**src/rtl/microseq_pkg.sv**
```systemverilog
// Shared definitions for the microsequencer: default widths, microinstruction
// field offsets and the named bus select codes used by microcode authors.
package microseq_pkg;

    localparam int DEF_OP_W      = 8;
    localparam int DEF_STEP_W    = 3;
    localparam int DEF_OUT_SEL_W = 3;
    localparam int DEF_IN_SEL_W  = 3;
    localparam int DEF_ALU_W     = 6;
    localparam int DEF_UI_W      = 16;

    // Offsets of the fields that move with UI_W / OUT_SEL_W.
    function automatic int eo_bit_of(input int ui_w);
        return ui_w - 1;
    endfunction

    function automatic int out_sel_lsb_of(input int ui_w, input int out_sel_w);
        return ui_w - 1 - out_sel_w;
    endfunction

    function automatic int rt_bit_of(input int ui_w, input int out_sel_w);
        return ui_w - 2 - out_sel_w;
    endfunction

    function automatic int pp_bit_of(input int ui_w, input int out_sel_w);
        return ui_w - 3 - out_sel_w;
    endfunction

    localparam int EO_BIT      = eo_bit_of(DEF_UI_W);
    localparam int OUT_SEL_LSB = out_sel_lsb_of(DEF_UI_W, DEF_OUT_SEL_W);
    localparam int RT_BIT      = rt_bit_of(DEF_UI_W, DEF_OUT_SEL_W);
    localparam int PP_BIT      = pp_bit_of(DEF_UI_W, DEF_OUT_SEL_W);
    localparam int IN_SEL_LSB  = 5;
    localparam int JZ_BIT      = 4;
    localparam int JGT_BIT     = 3;
    localparam int JLT_BIT     = 2;

    typedef enum logic [DEF_OUT_SEL_W-1:0] {
        OUT_PC  = 3'd0,
        OUT_IRH = 3'd1,
        OUT_IRL = 3'd2,
        OUT_MEM = 3'd3,
        OUT_DEV = 3'd6
    } out_sel_e;

    typedef enum logic [DEF_IN_SEL_W-1:0] {
        IN_NONE = 3'd0,
        IN_ADDR = 3'd1,
        IN_IR   = 3'd2,
        IN_MEM  = 3'd3,
        IN_X    = 3'd4,
        IN_Y    = 3'd5,
        IN_DEV  = 3'd6
    } in_sel_e;

endpackage

```
**src/rtl/onehot_dec.sv**
```systemverilog
// N-to-2^N one-hot decoder with an enable; all outputs low when disabled.
module onehot_dec #(
    parameter int N = 3
) (
    input  logic [N-1:0]      sel,
    input  logic              en,
    output logic [(1<<N)-1:0] y
);

    always_comb begin
        y = '0;
        if (en) y[sel] = 1'b1;
    end

endmodule

```
**src/rtl/microseq_ctrl.sv**
```systemverilog
// Microsequencer and control decoder: steps through {opcode, step} ROM
// addresses and turns each microinstruction into datapath strobes.
module microseq_ctrl
    import microseq_pkg::*;
#(
    parameter int OP_W      = DEF_OP_W,
    parameter int STEP_W    = DEF_STEP_W,
    parameter int OUT_SEL_W = DEF_OUT_SEL_W,
    parameter int IN_SEL_W  = DEF_IN_SEL_W,
    parameter int ALU_W     = DEF_ALU_W,
    parameter int UI_W      = DEF_UI_W
) (
    input  logic                      clk,
    input  logic                      reset,
    input  logic [OP_W-1:0]           opcode,
    output logic [OP_W+STEP_W-1:0]    uaddr,
    input  logic [UI_W-1:0]           uinstr,
    input  logic                      alu_z,
    input  logic                      alu_lt,
    input  logic                      stall,
    output logic                      eo,
    output logic [ALU_W-1:0]          alu_flags,
    output logic [(1<<OUT_SEL_W)-1:0] out_en,
    output logic [(1<<IN_SEL_W)-1:0]  in_en,
    output logic                      pc_inc,
    output logic                      pc_load,
    output logic [STEP_W-1:0]         step,
    output logic                      ins_start
);

    localparam int EO_B   = eo_bit_of(UI_W);
    localparam int OS_LSB = out_sel_lsb_of(UI_W, OUT_SEL_W);
    localparam int RT_B   = rt_bit_of(UI_W, OUT_SEL_W);
    localparam int PP_B   = pp_bit_of(UI_W, OUT_SEL_W);
    localparam logic [STEP_W-1:0] STEP_LAST = '1;

    logic                 fz;
    logic                 flt;
    logic                 rt;
    logic                 pp;
    logic                 jmp;
    logic                 wr_ok;
    logic [OUT_SEL_W-1:0] out_sel;
    logic [IN_SEL_W-1:0]  in_sel;
    logic                 unused_bits;

    // Reserved bits and gap bits are deliberately ignored.
    assign unused_bits = ^uinstr;

    assign eo        = ~uinstr[EO_B];
    assign alu_flags = uinstr[UI_W-2 -: ALU_W];
    assign out_sel   = uinstr[OS_LSB +: OUT_SEL_W];
    assign rt        = ~eo & uinstr[RT_B];
    assign pp        = ~eo & uinstr[PP_B];
    assign in_sel    = uinstr[IN_SEL_LSB +: IN_SEL_W];

    // Writes and PC updates are blocked while a device stalls or during reset;
    // bus-out strobes stay driven so the bus value remains stable.
    assign wr_ok   = ~stall & ~reset;
    assign jmp     = (uinstr[JZ_BIT] & fz) | (uinstr[JLT_BIT] & flt)
                   | (uinstr[JGT_BIT] & ~fz & ~flt);
    assign pc_inc  = pp & wr_ok;
    assign pc_load = jmp & wr_ok;

    onehot_dec #(.N(OUT_SEL_W)) u_out_dec (
        .sel (out_sel),
        .en  (~eo),
        .y   (out_en)
    );

    onehot_dec #(.N(IN_SEL_W)) u_in_dec (
        .sel (in_sel),
        .en  (wr_ok & (in_sel != '0)),
        .y   (in_en)
    );

    assign uaddr     = {opcode, step};
    assign ins_start = (step == '0);

    always_ff @(posedge clk) begin
        if (reset) begin
            step <= '0;
        end else if (!stall) begin
            if (rt || step == STEP_LAST) step <= '0;
            else                         step <= step + 1'b1;
        end
    end

    // Flags are registered, so a compare only affects jumps from the next step on.
    always_ff @(posedge clk) begin
        if (reset) begin
            fz  <= 1'b0;
            flt <= 1'b0;
        end else if (eo && !stall) begin
            fz  <= alu_z;
            flt <= alu_lt;
        end
    end

endmodule
```
**config.mk**
```make
export PLATFORM = sky130hd
export DESIGN_NAME = microseq_ctrl
export DESIGN_NICKNAME = d
export VERILOG_FILES = /design/src/rtl/microseq_pkg.sv /design/src/rtl/onehot_dec.sv /design/src/rtl/microseq_ctrl.sv
export SDC_FILE = /design/constraint.sdc
export NUM_CORES = 1
export LEC_CHECK = 0
export BUFFER_PORTS_ARGS = -buffer_cell sky130_fd_sc_hd__buf_2
export CAP_MARGIN = 20
export CORE_MARGIN = 8
export CORE_UTILIZATION = 28
export DETAILED_ROUTE_END_ITERATION = 12
export PLACE_DENSITY = 0.76
export SYNTH_ARGS = -nofsm -noshare
export SYNTH_HDL_FRONTEND = slang
export SYNTH_SLANG_ARGS = --single-unit
export TNS_END_PERCENT = 30
```
**constraint.sdc**
```tcl
create_clock -name clk -period 1.01 [get_ports clk]
set_input_delay 0.1515 -clock clk [delete_from_list [all_inputs] [get_ports clk]]
set_output_delay 0.1515 -clock clk [all_outputs]
set_load 0.01 [all_outputs]
```
==> run_results.csv, run 1 <==
group,metric,value,unit
setup_path,crit_slowest_cell,"or3b_1",
layout,nets,149,
logic_synthesis,synth_edf_count,0,
placement,dp_hpwl,1.437,mm
clocking,root_buffer,"clkbuf_4",
timing,skew,0.003721,ns
setup_path,r2r_start,"step[0]",
placement,gp_congestion,0.7064,
placement,io_buffers,46,
die,rows,16,
layout,syn2layout_area_growth,68.90,%
layout,final_area,944.7,um2
routing,postRouteAntennaNets,0,
logic_synthesis,synthArstFlopShare,0,%
setup_path,crit_family,"simple AND/OR/NAND/NOR gates",
logic_synthesis,synth_area,559.3,um2
clocking,cts.sinks,5,
setup_path,reg2reg_slack,-0.16,ns
routing,drc,0,
power_and_ir_drop,leakagePower,0.4802,nW
logic_synthesis,seq_area_frac_synth,17.90,%
routing,first_pass_iters,4,
timing,fin_crit,1.355,ns
setup_path,startpoint,"fz",
placement,placedInstanceArea,774.5,um2
clocking,clk_latency,0.25,ns
timing,drv_slew,0,
global_routing,grt_overflow,0,
logic_synthesis,syn_avg_cell_area,7.558,um2
setup_path,crit_cells,3,
die,boundaryPins,69,
logic_synthesis,synth_area_leaders,"buf_4 (24%), dfxtp_1 (18%), ha_1 (6.7%)",
worst_hold_path,hold_depth,3,
power_and_ir_drop,power_density,787.8,nW/um2
setup_path,r2r_cells,4,
clocking,clk_pin_slew_worst_paths,0.04,ns
timing,period_share,134.1,%
setup_path,critPathArrivalTime,1.20,ns
setup_path,end_kind,"output port",
global_routing,grt_max_degree,11,
setup_path,critical_path_class,"reg -> out",
setup_path,r2r_end,"step[2]",
power_and_ir_drop,ir_drop,0.2627,mV
die,design.core.area,1922,um2
logic_synthesis,ys_ff_latch,5,
routing,first_iter_violations,13,
setup_path,start_kind,"register",
die,start_util,29.10,%
layout,diodes,0,
clocking,cts_htree_levels,1,
routing,viasPerCell,4.483,
setup_path,crit_required,0.86,ns
logic_synthesis,syn_inst,74,
logic_synthesis,mappedNetlistNets,106,
setup_path,path_max_fanout,2,
timing,whs,0.2213,ns
die,die_y,60.69,um
flow_run,maxCapViolations,0,
outcome,violations,"negative setup slack",
layout,drive_gt1_share,67.24,%
routing,vias,641,
routing,wl_per_cell,12.61,um
setup_path,crit_path_cell_trace,"or3b_1 -> a21boi_1 -> buf_2",
clocking,tritoncts,"built",
logic_synthesis,synth_top_area_cell,"buf_4",
die,dieArea,3683,um2
setup_path,critPathBufInv,1,
timing,rsz0062_at_grt,"yes",
worst_hold_path,holdCritPathClass,"in -> reg",
logic_synthesis,yosysMostFrequentCell,"buf_4",
logic_synthesis,synth_top_cells_by_count,"buf_4 (18), nor2_1 (10), dfxtp_1 (5), nand2b_1 (5)",
logic_synthesis,yosys_most_used_dff,"dfxtp_1",
clocking,clock_path_buffers,2,
global_routing,grtUsageTotal,9.243,%
logic_synthesis,ys_warn_count,0,
setup_path,worstSetupEndpoint,"pc_load",
global_routing,grt_pass1_wl,2.615,mm
clocking,postCtsHoldBufs,0,
global_routing,grt_pass1_vias,648,
timing,hold_viol,0,
timing,setup_violations,9,
setup_path,max_stage_delay,0.36,ns
timing,max_freq,738.1,MHz
logic_synthesis,synth_top_area_share,24.16,%
routing,finalWirelength,1.803,mm
timing,finalWorstSetupSlack,-0.3448,ns
die,die_w,60.69,um
logic_synthesis,yosysUniqueCellTypes,22,
global_routing,antenna_found_initial,0,
outcome,status,"complete, but fails checks",
clocking,numCtsBuffers,3,
tightest hold or removal path, stage by stage:
cell and delay [ns]:
buf_2 0.09, or3b_1 0.14, a21oi_1 0.05
cells in the final DEF, fill, tap and decap left out:
cell	n
nor3_1	3
buf_2	37
nor2b_1	1
a21oi_4	1
o21ai_0	2
a22oi_1	1
buf_6	12
inv_4	1
clkbuf_4	3
a21boi_1	1
a22o_1	1
dfxtp_1	1
dfxtp_4	2
nor4_2	1
or3b_4	1
and3_1	1
conb_1	1
nor2_2	3
buf_4	8
buf_12	1
or3b_1	3
clkbuf_1	1
nand2b_1	5
inv_1	1
dfxtp_2	2
a21oi_1	2
inv_2	1
a32o_1	2
nor2b_4	1
nor3_2	1
nor4_1	2
nand2_1	3
ha_4	3
nor2_1	7
final cells by class:
| cell class | count | area, um2 |
|---|---|---|
| fill | 192 | 977.2 |
| timing repair buffer | 58 | 400.4 |
| multi-input combinational | 46 | 360.3 |
| sequential | 5 | 110.1 |
| tap | 27 | 33.78 |
| clock buffer | 4 | 26.28 |
| inverter | 3 | 13.76 |
through the flow:
stage / std cells / power (mW) / worst slack (ns) / utilization (%) / setup TNS [ns]
floorplan: 74 / 0.3829 / -0.04684 / - / -0.07241
global placement: 135 / 0.4352 / -0.07266 / 40.30 / -0.4016
detailed placement: 135 / 0.4424 / -0.09676 / 40.30 / -0.5292
CTS: 143 / 0.7230 / -0.3298 / 46.29 / -1.013
global route: 143 / 0.7861 / -0.4037 / 49.15 / -1.353
finish: 143 / 0.7442 / -0.3448 / 49.15 / -1.076
sequential cells by signal, indices dropped and copies added (netlist names):
signal / flops
fz: 1
flt: 1
step: 3
layer usage:
layer / vias to the layer above / GRT usage [%] / wire [um]
li1: 316 / - / -
met1: 282 / 8.124 / 606
met2: 38 / 16.14 / 909
met3: 5 / 4.237 / 248
met4: 0 / 6.977 / 38
met5: - / 0 / 0
worst min path at each step:
stage / slack [ns] / startpoint / end
global placement: 0.30 / opcode[0] / uaddr[3]
finish: 0.22 / alu_lt / flt
global route: 0.26 / alu_z / fz
floorplan: 0.33 / uinstr[15] / flt
CTS: 0.22 / alu_lt / flt
detailed placement: 0.30 / opcode[0] / uaddr[3]
kinds of logic after synthesis:
logic type	synth area share (%)
DFF	17.90
buffers and inverters	30.20
adders and majority gates	6.712
other	0.6705
AOI/OAI and AO/OA	12.30
and+or+nand+nor	32.22
power by group:
part	internal, mW	switching, mW	leakage, nW	total [mW]
clock network	0.150	0.0912	0.0150	0.241
logic	0.157	0.132	0.422	0.289
registers	0.206	0.00794	0.0432	0.214
timing repair:
| action | in CTS | in global routing |
|---|---|---|
| buffers inserted | 4 | 0 |
| pin swaps | 9 | 2 |
| gates cloned | 0 | 0 |
| gates resized for setup | 15 | 12 |
| endpoints found under the setup margin | 12 | 16 |
No activity file was read; power rests on OpenSTA's default activity.
==> run 2: changes to the inputs <==
- CELL_PAD_IN_SITES_DETAIL_PLACEMENT: unset -> 0
- CELL_PAD_IN_SITES_GLOBAL_PLACEMENT: unset -> 1
- CORE_UTILIZATION: 28 -> 17
==> run 2 against run 1 <==
Register-to-register slack is essentially flat. The run still ends with negative setup slack left. Clock skew decreased by 0.0036 ns. Fmax increased by 2.1%. Cell count increased by 15%. Total power rose by 2.5%. Critical path depth stayed put. Critical endpoint unchanged. First-iteration DRC count decreased by 54%. Die area up 46%.
==> run_results.csv, run 2 (same netlist as run 1, synthesis figures left out) <==
group,metric,value,unit
power_and_ir_drop,ir_drop,0.4327,mV
clocking,clk_latency,0.24,ns
power_and_ir_drop,intPower,0.5295,mW
die,start_util,17.17,%
clocking,postCtsHoldBufs,0,
layout,final_area,1017,um2
power_and_ir_drop,swShare,30.60,%
global_routing,gr-usage-met2,14.10,%
timing,fin_crit,1.327,ns
layout,drive_gt1_share,69.49,%
global_routing,globalRouteMet1Util,5.031,%
global_routing,grt_pass1_vias,668,
clocking,clk_pin_slew_worst_paths,0.04,ns
routing,finalWirelength,1.863,mm
layout,mostFrequentLayoutCell,"buf_2",
clocking,numCtsBuffers,3,
timing,drv_slew,0,
flow_run,maxCapViolations,0,
layout,syn2layout_area_growth,81.88,%
die,rows,21,
routing,first_iter_violations,6,
die,boundaryPins,69,
timing,finalWorstSetupSlack,-0.3174,ns
timing,setup_violations,13,
global_routing,grtUsageTotal,6.771,%
setup_path,r2r_end,"step[2]",
placement,placedInstanceArea,808.3,um2
layout,nets,151,
layout,largest_reg_flops,3,
routing,first_pass_iters,4,
routing,postRouteAntennaNets,0,
placement,io_buffers,46,
setup_path,crit_required,0.86,ns
clocking,tritoncts,"built",
worst_hold_path,hold_depth,3,
layout,layout_common_cells,"buf_2 (36), buf_6 (14), buf_4 (8)",
timing,period_share,131.4,%
setup_path,r2r_cells,4,
clocking,cts_htree_levels,1,
die,die_y,73.36,um
worst_hold_path,hold_start,"reset",
outcome,violations,"negative setup slack",
global_routing,grt_max_degree,10,
die,dieArea,5381,um2
layout,fin_util,31.22,%
clocking,root_buffer,"clkbuf_4",
timing,whs,0.2039,ns
placement,dp_hpwl,1.532,mm
layout,reg.largest.list,"step (3), flt (1), fz (1)",
routing,vias,635,
routing,drc,0,
clocking,cts.sinks,5,
placement,dp_slack,-0.1034,ns
global_routing,grt_overflow,0,
timing,skew,0.0001513,ns
placement,gp_congestion,0.7260,
routing,viasPerCell,3.872,
global_routing,grt_pass1_wl,2.815,mm
layout,regMostFlops,"step",
routing,wl_per_cell,11.36,um
layout,instances_no_fill,164,
global_routing,top_usage_layer,"met2",
setup_path,path_max_fanout,2,
timing,hold_viol,0,
outcome,status,"complete, but fails checks",
setup_path,start_kind,"register",
setup_path,end_kind,"output port",
layout,diodes,0,
power_and_ir_drop,power_frac_comb,40.9,%
setup_path,r2r_start,"step[1]",
global_routing,grtUsageMet3,3.411,%
power_and_ir_drop,power_switching,0.2335,mW
placement,place_inst,157,
power_and_ir_drop,p_clk_share,31.0,%
setup_path,critical_path_class,"reg -> out",
global_routing,antenna_found_initial,0,
setup_path,reg2reg_slack,-0.17,ns
worst_hold_path,whs_endpoint,"fz",
power_and_ir_drop,pwr-share-seq,28.1,%
timing,max_freq,753.3,MHz
power_and_ir_drop,power_density,750.1,nW/um2
die,die_w,73.36,um
die,design.core.area,3258,um2
setup_path,critPathArrivalTime,1.18,ns
timing,rsz0062_at_grt,"yes",
worst_hold_path,holdCritPathClass,"in -> reg",
clocking,clock_path_buffers,2,
power_and_ir_drop,leakagePower,0.4993,nW
[run 2: cell types whose count changed in the layout (fill, tap and decap cells not counted), sizes merged]
cell  previous run  this run
buf             58        60
[run 2: how the worst max path moves through the flow]
stage	depth (start not counted)	startpoint	slack [ns]	end
final	3	flt	-0.32	pc_load
after global routing	3	flt	-0.40	pc_load
after global placement	4	stall	-0.07	in_en[4]
after detailed placement	4	stall	-0.10	in_en[4]
after CTS	3	flt	-0.33	pc_load
after floorplan	3	step[0]	-0.05	step[2]
[run 2: critical path, stage by stage (launching register included)]
cell and delay [ns]:
dfxtp_1 0.30, or3b_1 0.38, a21boi_2 0.12, buf_2 0.13
[run 2: cell type report]
class,count,area [um2]
Clock buffer,4,26.28
Fill cell,370,2241
Multi-Input combinational cell,46,376.6
Sequential cell,5,110.1
Inverter,3,13.76
Tap cell,46,57.56
Timing Repair Buffer,60,432.9
[run 2: per-layer routing]
metal  part of all wire (%)  vias up
li1                       -      323
met1                     34      291
met2                     59       18
met3                    6.4        3
met4                   0.54        0
met5                      0        -
[run 2: power groups by stage]
stage	logic (mW)	clock network [mW]	registers [mW]
after floorplan	0.160	0	0.223
final	0.312	0.236	0.215
after detailed placement	0.229	0	0.219
after CTS	0.288	0.250	0.214
after global routing	0.338	0.267	0.216
after global placement	0.223	0	0.219
[run 2: repair_timing]
item,in CTS,in global routing
setup buffers,3,0
gates resized for setup,21,12
setup endpoints to repair,15,19
pin swaps,8,1
[run 2: stage by stage]
| step | setup TNS [ns] | power (mW) |
|---|---|---|
| after global placement | -0.3841 | 0.4425 |
| after global routing | -1.822 | 0.8198 |
| final | -1.298 | 0.7630 |
| after floorplan | -0.07241 | 0.3829 |
| after CTS | -1.369 | 0.7522 |
| after detailed placement | -0.5251 | 0.4485 |
==> run 3: changes to the inputs <==
- ABC_AREA: unset -> 1
- CORE_UTILIZATION: 17 -> 16
- PLACE_DENSITY: 0.76 -> 0.75
==> run 3 against run 2 <==
The flow still finishes with violations (negative setup slack). Flip-flop and latch count unchanged. Clock-buffer cell count unchanged. Clock power down 4%. Largest power group unchanged. Final area decreased by 5.3%. Highest routed layer is now met3. Global-route usage shrank 0.61 points. Synthesized cell count up 24%.
==> run_results.csv, run 3 <==
group,metric,value,unit
outcome,status,"complete, but fails checks",
outcome,violations,"negative setup slack",
logic_synthesis,yosysMostFrequentCell,"nor2_1",
logic_synthesis,yosysUniqueCellTypes,16,
logic_synthesis,synth_xor_area_share,0,%
power_and_ir_drop,swShare,32.69,%
setup_path,max_stage_delay,0.36,ns
timing,drv_slew,0,
timing,rsz0062_at_grt,"yes",
setup_path,critical_path_class,"reg -> out",
die,start_util,16.76,%
timing,setup_violations,8,
layout,diodes,0,
logic_synthesis,syn_avg_cell_area,6.079,um2
power_and_ir_drop,power_frac_comb,42.3,%
global_routing,antenna_found_initial,0,
die,dieArea,5644,um2
routing,postRouteAntennaNets,0,
logic_synthesis,yosys_most_used_dff,"dfxtp_1",
logic_synthesis,syn_inst,92,
logic_synthesis,synthArstFlopShare,0,%
timing,finalSetupTns,-0.7885,ns
logic_synthesis,muxShareOfSynthArea,0,%
logic_synthesis,mappedNetlistNets,124,
timing,max_freq,855.4,MHz
clocking,numCtsBuffers,3,
setup_path,startpoint,"step[1]",
clocking,clock_path_buffers,2,
setup_path,crit_required,0.86,ns
layout,drive_gt1_share,66.67,%
timing,skew,0.00007430,ns
logic_synthesis,synth_edf_count,0,
routing,drc,0,
placement,io_buffers,46,
placement,dp_slack,-0.03054,ns
layout,layout_common_cells,"buf_2 (42), nor2_1 (19), nand2_1 (13)",
logic_synthesis,synth_top_family_by_area,"simple AND/OR/NAND/NOR gates",
logic_synthesis,synth_area,559.3,um2
setup_path,r2r_cells,5,
setup_path,path_max_fanout,3,
die,boundaryPins,69,
placement,dp_hpwl,1.713,mm
clocking,cts.sinks,5,
power_and_ir_drop,p_clk_share,28.6,%
die,rows,21,
setup_path,end_kind,"output port",
logic_synthesis,seq_area_frac_synth,17.90,%
worst_hold_path,holdCritPathClass,"in -> reg",
global_routing,grt_max_degree,5,
power_and_ir_drop,power_density,822.0,nW/um2
routing,first_pass_iters,4,
clocking,cts_htree_levels,1,
setup_path,worstSetupEndpoint,"ins_start",
setup_path,crit_slowest_cell,"dfxtp_4",
power_and_ir_drop,power_switching,0.2589,mW
logic_synthesis,ys_warn_count,0,
layout,instances_no_fill,181,
setup_path,crit_path_cell_trace,"inv_4 -> ha_4 -> inv_2 -> nor2_2 -> buf_2",
clocking,tritoncts,"built",
layout,largest_reg_flops,3,
logic_synthesis,synth_area_leaders,"buf_4 (24%), dfxtp_1 (18%), nor2_1 (14%)",
clocking,clk_pin_slew_worst_paths,0.04,ns
layout,mostFrequentLayoutCell,"buf_2",
logic_synthesis,synth_top_area_share,24.16,%
setup_path,reg2reg_slack,-0.15,ns
logic_synthesis,yosys.area_share.adder,6.711,%
clocking,postCtsHoldBufs,0,
logic_synthesis,synth-simple-area-share,36.02,%
layout,reg.largest.list,"step (3), flt (1), fz (1)",
setup_path,critPathBufInv,3,
layout,nets,168,
setup_path,r2r_end,"step[2]",
logic_synthesis,synth_top_area_cell,"buf_4",
power_and_ir_drop,intPower,0.5331,mW
setup_path,start_kind,"register",
placement,place_inst,174,
setup_path,crit_cells,5,
layout,regMostFlops,"step",
logic_synthesis,ys_ff_latch,5,
timing,hold_viol,0,
die,die_y,75.13,um
routing,finalWirelength,2.078,mm
routing,first_iter_violations,20,
power_and_ir_drop,ir_drop,0.5052,mV
timing,finalWorstSetupSlack,-0.1590,ns
logic_synthesis,synth_compound_area_share,7.159,%
die,die_w,75.13,um
power_and_ir_drop,pwr-share-seq,29.1,%
layout,syn2layout_area_growth,72.26,%
timing,fin_crit,1.169,ns
setup_path,r2r_start,"step[1]",
routing,wl_per_cell,11.48,um
routing,vias,658,
setup_path,critPathArrivalTime,1.02,ns
global_routing,grt_pass1_vias,649,
timing,period_share,115.7,%
flow_run,maxCapViolations,0,
clocking,root_buffer,"clkbuf_4",
clocking,clk_latency,0.24,ns
die,design.core.area,3337,um2
global_routing,grtUsageTotal,6.163,%
logic_synthesis,synth_top_cells_by_count,"nor2_1 (21), buf_4 (18), nand2_1 (13), inv_1 (9), dfxtp_1 (5)",
global_routing,grt_pass1_wl,2.670,mm
global_routing,grt_overflow,0,
routing,viasPerCell,3.635,
setup_path,crit_family,"flip-flops",
placement,gp_congestion,0.7517,
power_and_ir_drop,leakagePower,0.5149,nW
worst_hold_path,hold_depth,2,
==> run 3: cell types whose count changed after synthesis, sizes merged, moves of 2 or more <==
| cell | change |
|---|---|
| nor4 | -3 |
| a32o | -2 |
| nand2b | -5 |
| or2 | +3 |
| inv | +8 |
| nor2 | +14 |
| nor2b | -2 |
| nor3 | -3 |
| or3b | -4 |
| o21ai | +2 |
| nand3 | +4 |
| buf | -2 |
| nand2 | +11 |
==> run 3: per-layer routing <==
layer / up-vias / part of all wire (%) / GRT usage, %
met4: 0 / 0 / 0.8696
met5: - / 0 / 0
li1: 349 / - / -
met3: 0 / 18 / 4.128
met1: 269 / 35 / 5.865
met2: 40 / 47 / 10.94
==> run 3: worst min path at each step <==
stage	start	end	slack (ns)
floorplan	reset	step[0]	0.21
finish	reset	step[0]	0.09
detailed placement	opcode[4]	uaddr[7]	0.30
global placement	opcode[4]	uaddr[7]	0.30
CTS	reset	step[0]	0.1
global route	reset	step[0]	0.09
==> run 3: through the flow <==
| stage | total power [mW] | util, % | hold slack, ns | cell area (um2) |
|---|---|---|---|---|
| after detailed placement | 0.4874 | 23.66 | 0.3031 | 789.5 |
| after global placement | 0.4867 | 23.66 | 0.3031 | 789.5 |
| after CTS | 0.7550 | 26.25 | 0.09572 | 875.8 |
| final | 0.7920 | 28.87 | 0.09109 | 963.4 |
| after global routing | 0.8552 | 28.87 | 0.09491 | 963.4 |
| after floorplan | 0.4092 | - | 0.2109 | 576.8 |
==> run 3: timing repair <==
item                                    in CTS  in global routing
endpoints found under the setup margin       7                 15
resized for setup                            9                 21
pin swaps                                    0                  4
setup buffers                                3                  0
==> run 3: power groups by stage <==
stage               registers [mW]  clock network [mW]  logic, mW
CTS                          0.225               0.236      0.294
finish                       0.230               0.227      0.335
global placement             0.230                   0      0.256
detailed placement           0.231                   0      0.257
global route                 0.232               0.252      0.371
floorplan                    0.234                   0      0.175
==> run 3: cell type report <==
cell class,instances,area (um2)
Multi-Input combinational cell,58,356.6
Clock buffer,4,26.28
Timing Repair Buffer,57,365.4
Inverter,11,46.29
Tap cell,46,57.56
Fill cell,379,2374
Sequential cell,5,111.4
==> run 3: kinds of logic after synthesis <==
| kind of cell | Yosys count |
|---|---|
| simple gates | 46 |
| buf+inv | 29 |
| compound gates | 8 |
| flops | 5 |
| fa+ha+maj | 3 |
| other cells | 1 |
==> run 3: worst register-to-register path, stage by stage, from the launching register on <==
cell     delay [ns]
dfxtp_4        0.36
buf_12         0.13
ha_4           0.15
ha_4           0.26
nand3_2        0.08
a21oi_2        0.12
